<file path="config.mk">
export PLATFORM = sky130hd
export DESIGN_NAME = pu_vec
export DESIGN_NICKNAME = d
export VERILOG_FILES = /design/src/rtl/pu_vec.sv
export SDC_FILE = /design/constraint.sdc
export NUM_CORES = 2
export LEC_CHECK = 0
export CORE_MARGIN = 4
export CORE_UTILIZATION = 55
export CTS_CLUSTER_DIAMETER = 50
export CTS_CLUSTER_SIZE = 40
export DETAILED_ROUTE_END_ITERATION = 12
export PLACE_DENSITY = 0.75
export SLEW_MARGIN = 15
export SYNTH_ARGS = -nofsm -noshare
export SYNTH_HDL_FRONTEND = slang
export SYNTH_SLANG_ARGS = --single-unit
</file>
<file path="constraint.sdc">
create_clock -name clk_i -period 8.7 [get_ports clk_i]
set_input_delay 2.61 -clock clk_i [delete_from_list [all_inputs] [get_ports clk_i]]
set_output_delay 2.61 -clock clk_i [all_outputs]
set_load 0.05 [all_outputs]
</file>
<file path="src/rtl/pu_vec.sv">
// Vector MAC unit: one activation broadcast to NUM_LANES signed-weight lanes,
// accumulated over VEC_LEN beats, with optional ReLU and a result handshake.
module pu_vec #(
    parameter int NUM_LANES = 10,
    parameter int DIN_W     = 8,
    parameter int W_W       = 8,
    parameter int ACC_W     = 32,
    parameter int VEC_LEN   = 784,
    parameter int CNT_W     = $clog2(VEC_LEN + 1)
) (
    input  logic                       clk_i,
    input  logic                       rstn_i,
    input  logic                       start_i,
    input  logic                       relu_i,
    input  logic                       mac_clear_i,
    input  logic                       en_i,
    input  logic                       valid_i,
    output logic                       in_ready_o,
    input  logic [DIN_W-1:0]           din_i,
    input  logic [NUM_LANES*W_W-1:0]   win_i,
    output logic                       out_valid_o,
    input  logic                       out_ready_i,
    output logic                       busy_o,
    output logic [NUM_LANES*ACC_W-1:0] matmul_o
);
    localparam int PW = DIN_W + W_W;

    typedef enum logic [1:0] {
        S_IDLE,
        S_RUN,
        S_FLUSH,
        S_OUT
    } state_e;

    state_e                  state_q, state_d;
    logic [CNT_W-1:0]        cnt_q, cnt_d;
    logic                    pvalid_q, pvalid_d;
    logic                    relu_q, relu_d;
    logic signed [PW-1:0]    prod_q [NUM_LANES];
    logic signed [ACC_W-1:0] acc_q  [NUM_LANES];
    logic signed [ACC_W-1:0] acc_d  [NUM_LANES];

    logic accept;
    logic last;
    logic do_start;

    assign accept   = valid_i & en_i & (state_q == S_RUN);
    assign last     = (cnt_q == CNT_W'(VEC_LEN - 1));
    assign do_start = (state_q == S_IDLE) & start_i;

    // State register
    always_ff @(posedge clk_i) begin
        if (!rstn_i) begin
            state_q <= S_IDLE;
        end else begin
            state_q <= state_d;
        end
    end

    // Next-state logic; abort dominates everything
    always_comb begin
        state_d = state_q;
        unique case (state_q)
            S_IDLE:  if (start_i) state_d = S_RUN;
            S_RUN:   if (accept && last) state_d = S_FLUSH;
            S_FLUSH: state_d = S_OUT;
            S_OUT:   if (out_ready_i) state_d = S_IDLE;
        endcase
        if (mac_clear_i) state_d = S_IDLE;
    end

    // Output decode of registered state
    always_comb begin
        in_ready_o  = (state_q == S_RUN);
        out_valid_o = (state_q == S_OUT);
        busy_o      = (state_q != S_IDLE);
    end

    // Stage 1: products are captured only for accepted beats
    always_ff @(posedge clk_i) begin
        for (int k = 0; k < NUM_LANES; k++) begin
            if (accept) begin
                prod_q[k] <= $signed(din_i) * $signed(win_i[k*W_W +: W_W]);
            end
        end
    end

    // Stage 2 and control datapath
    always_comb begin
        cnt_d    = cnt_q;
        pvalid_d = accept;
        relu_d   = relu_q;
        for (int k = 0; k < NUM_LANES; k++) begin
            acc_d[k] = acc_q[k];
            if (pvalid_q) acc_d[k] = acc_q[k] + ACC_W'(prod_q[k]);
        end
        if (accept && !last) cnt_d = cnt_q + 1'b1;
        if (do_start || mac_clear_i) begin
            cnt_d    = '0;
            pvalid_d = 1'b0;
            relu_d   = mac_clear_i ? 1'b0 : relu_i;
            for (int k = 0; k < NUM_LANES; k++) acc_d[k] = '0;
        end
    end

    always_ff @(posedge clk_i) begin
        if (!rstn_i) begin
            cnt_q    <= '0;
            pvalid_q <= 1'b0;
            relu_q   <= 1'b0;
            for (int k = 0; k < NUM_LANES; k++) acc_q[k] <= '0;
        end else begin
            cnt_q    <= cnt_d;
            pvalid_q <= pvalid_d;
            relu_q   <= relu_d;
            for (int k = 0; k < NUM_LANES; k++) acc_q[k] <= acc_d[k];
        end
    end

    always_comb begin
        matmul_o = '0;
        for (int k = 0; k < NUM_LANES; k++) begin
            matmul_o[k*ACC_W +: ACC_W] =
                (relu_q && acc_q[k][ACC_W-1]) ? '0 : acc_q[k];
        end
    end
endmodule
</file>
==> results.ini <==
[min_path]
hold_class=register to register
hp-start=acc_q[0][148]$_SDFFE_PP0P_
holdPathStages=2
worstHoldEndpoint=acc_q[0][148]$_SDFFE_PP0P_

[drt]
ant_nets=0
drtIter0Drc=3286
avgRoutedWirePerCell_microns=18.64
num_vias=46790
dr.pass1.iters=7
drc=0
vias_per_cell=5.567
wl_mm=156.6

[global_routing]
overflow=0
grt_first_pass_wirelength_mm=250.4
antenna_found_initial=14
grt_max_degree=163
grt_pass1_vias=46390
grt.total_usage_pct=27.89

[setup_path]
critPathMaxFanout=57
critPathLaunchType=input pin
worstPathArrival_ps=7790
rr_worst_depth=13
worstReg2RegEnd=acc_q[0][220]$_SDFFE_PP0P_
timing.rr.start=acc_q[0][192]$_SDFFE_PP0P_
critical_path_class=input pin to register
critPathRequiredTime_ps=9040
reg2reg_slack_ps=4440
end_kind=register

[sta]
fin_crit_ps=7444
fmax_ghz=0.1343
maxSlewViolCount=0
fin_ws_ps=1256
maxSlewHeadroom_pct=20.92
tightestPinTransition_ps=1186
finalSetupViolCount=0
setup_tns_ps=0
whs_ps=468.0
finClkSkew_ps=36.82
hold_viol=0
rsz0062_at_grt=false
post-route-period-util_pct=85.57

[power_and_ir_drop]
vdd_ir_drop_max_mv=0.1867
p_total_mw=12.58
powerDensity_nw_per_um2=190.1
p_leak_nw=30.28

[final_layout]
syn2layout_area_growth_pct=14.32
final_cell_mix=inv_1 (952), and2_1 (736), ha_1 (606)
nNetsFinal=8219
stdcell_count=8405
final_cell_area_sq_um=66160
drive_gt1_share_pct=3.420
utilization_pct=63.65
final_common_cell=inv_1

[die]
ios=419
start_util_pct=55.68
core.rowCount=118
chipWidth_microns=332.4
dieHeight_microns=332.4
core_sq_um=103900
dieArea_sq_um=110500

[synthesis]
postSynth.asyncResetShare_pct=0
synth_seq_cells=494
syn_area_per_cell_sq_um=8.737
syn_inst=6624
synth_top_area_share_pct=19.37
syn_area_sq_um=57880
synth-edff-count=160
synth_top_area_cell=fa_1
synth_nets=7886
synth_flop_cell=dfxtp_1
ys_types=80
ys_seq_area_share_pct=19.85
synth.area.top_cells=fa_1 (19%), ha_1 (13%), dfxtp_1 (12%)
ys_warn_count=0

[clock_network]
clockBufferDepth=3
numCtsBuffers=77
cts-hold-fix-buffers=0
clk_latency_ps=620
cts-root-buf=clkbuf_16
path_clk_slew_ps=50
htreeDepth=3
postCtsSetupRepairBufs=0
tritoncts=done
cts_num_sinks=494
post_cts_resized=0

[placed_design]
pre_cts_ws_ps=682.7
dp_hpwl_mm=123.0
gp_congestion=0.9507
place_inst=8258
dpl_cell_area_sq_um=63410
portBuffers=418

[status]
status=completed

[job]
max_cap_viol_count=0

==> cells in the mapped netlist (134+ instances only) <==
cell	count
clkbuf_1	185
nand2_1	442
inv_1	952
o21ai_0	259
nor2b_1	134
fa_1	560
a21oi_1	344
xnor2_1	279
edfxtp_1	160
ha_1	606
mux2i_1	135
dfxtp_1	334
a21o_1	173
nor2_1	427
and2_1	736
==> metal layers <==
metal  global-route usage [%]  wire, microns  vias up
li1                         -              -    22490
met3                    4.245          11200      238
met5                        0             33        -
met4                    8.452           4893        4
met1                    40.71          72900    22670
met2                    42.96          67620     1394
==> final cells by class <==
| type | instances | area (sq um) |
|---|---|---|
| Antenna cell | 7 | 17.52 |
| Clock buffer | 93 | 2162 |
| Clock inverter | 47 | 575.6 |
| Fill cell | 8807 | 37780 |
| Inverter | 953 | 3580 |
| Multi-Input combinational cell | 4971 | 42070 |
| Sequential cell | 494 | 11500 |
| Tap cell | 1380 | 1727 |
| Timing Repair Buffer | 460 | 4534 |
==> where the power goes <==
part	total [mW]	switching, mW	internal [mW]	leakage, nW
logic	6.41	3.71	2.70	24.8
registers	2.88	0.0792	2.80	4.14
clock network	3.28	1.26	2.02	1.34
==> how the worst max path moves through the flow <==
stage              from                 endpoint  slack (ps)  depth (start not counted)
6_report       din_i[0]  prod_q[7][14]$_DFFE_PP_        1260                         20
5_1_grt        din_i[0]  prod_q[7][14]$_DFFE_PP_         940                         20
4_1_cts        din_i[0]  prod_q[4][15]$_DFFE_PP_        1320                         20
3_5_place_dp   din_i[0]  prod_q[4][15]$_DFFE_PP_         680                         20
3_3_place_gp   din_i[0]  prod_q[8][15]$_DFFE_PP_         820                         20
2_1_floorplan   valid_i    cnt_q[9]$_SDFFE_PP0P_        1030                          7
==> registers in the layout, indices dropped and copies added (netlist names) <==
signal,flops
prod_q,160
pvalid_q,1
cnt_q,10
state_q,2
relu_q,1
acc_q,320
==> worst max-delay path, cell delays in order <==
cell and delay (ps):
buf_2 800, buf_4 400, nand2b_1 160, fa_1 430, fa_1 490, inv_1 50, fa_1 470, inv_1 50
fa_1 470, inv_1 40, ha_1 320, o21ai_0 110, a21boi_0 280, o21ai_0 140, a21boi_0 310, o21ai_0 150
nand2b_1 130, a21o_1 130, a21oi_1 80, xnor2_1 130
==> cell families after synthesis <==
kind of cell / synth area share, %
compound gates: 13.14
fa+ha+maj: 32.47
flops: 19.85
simple gates: 18.72
xor+xnor: 5.766
mux: 2.529
buf+inv: 7.519
No activity file was read; power rests on OpenSTA's default activity.
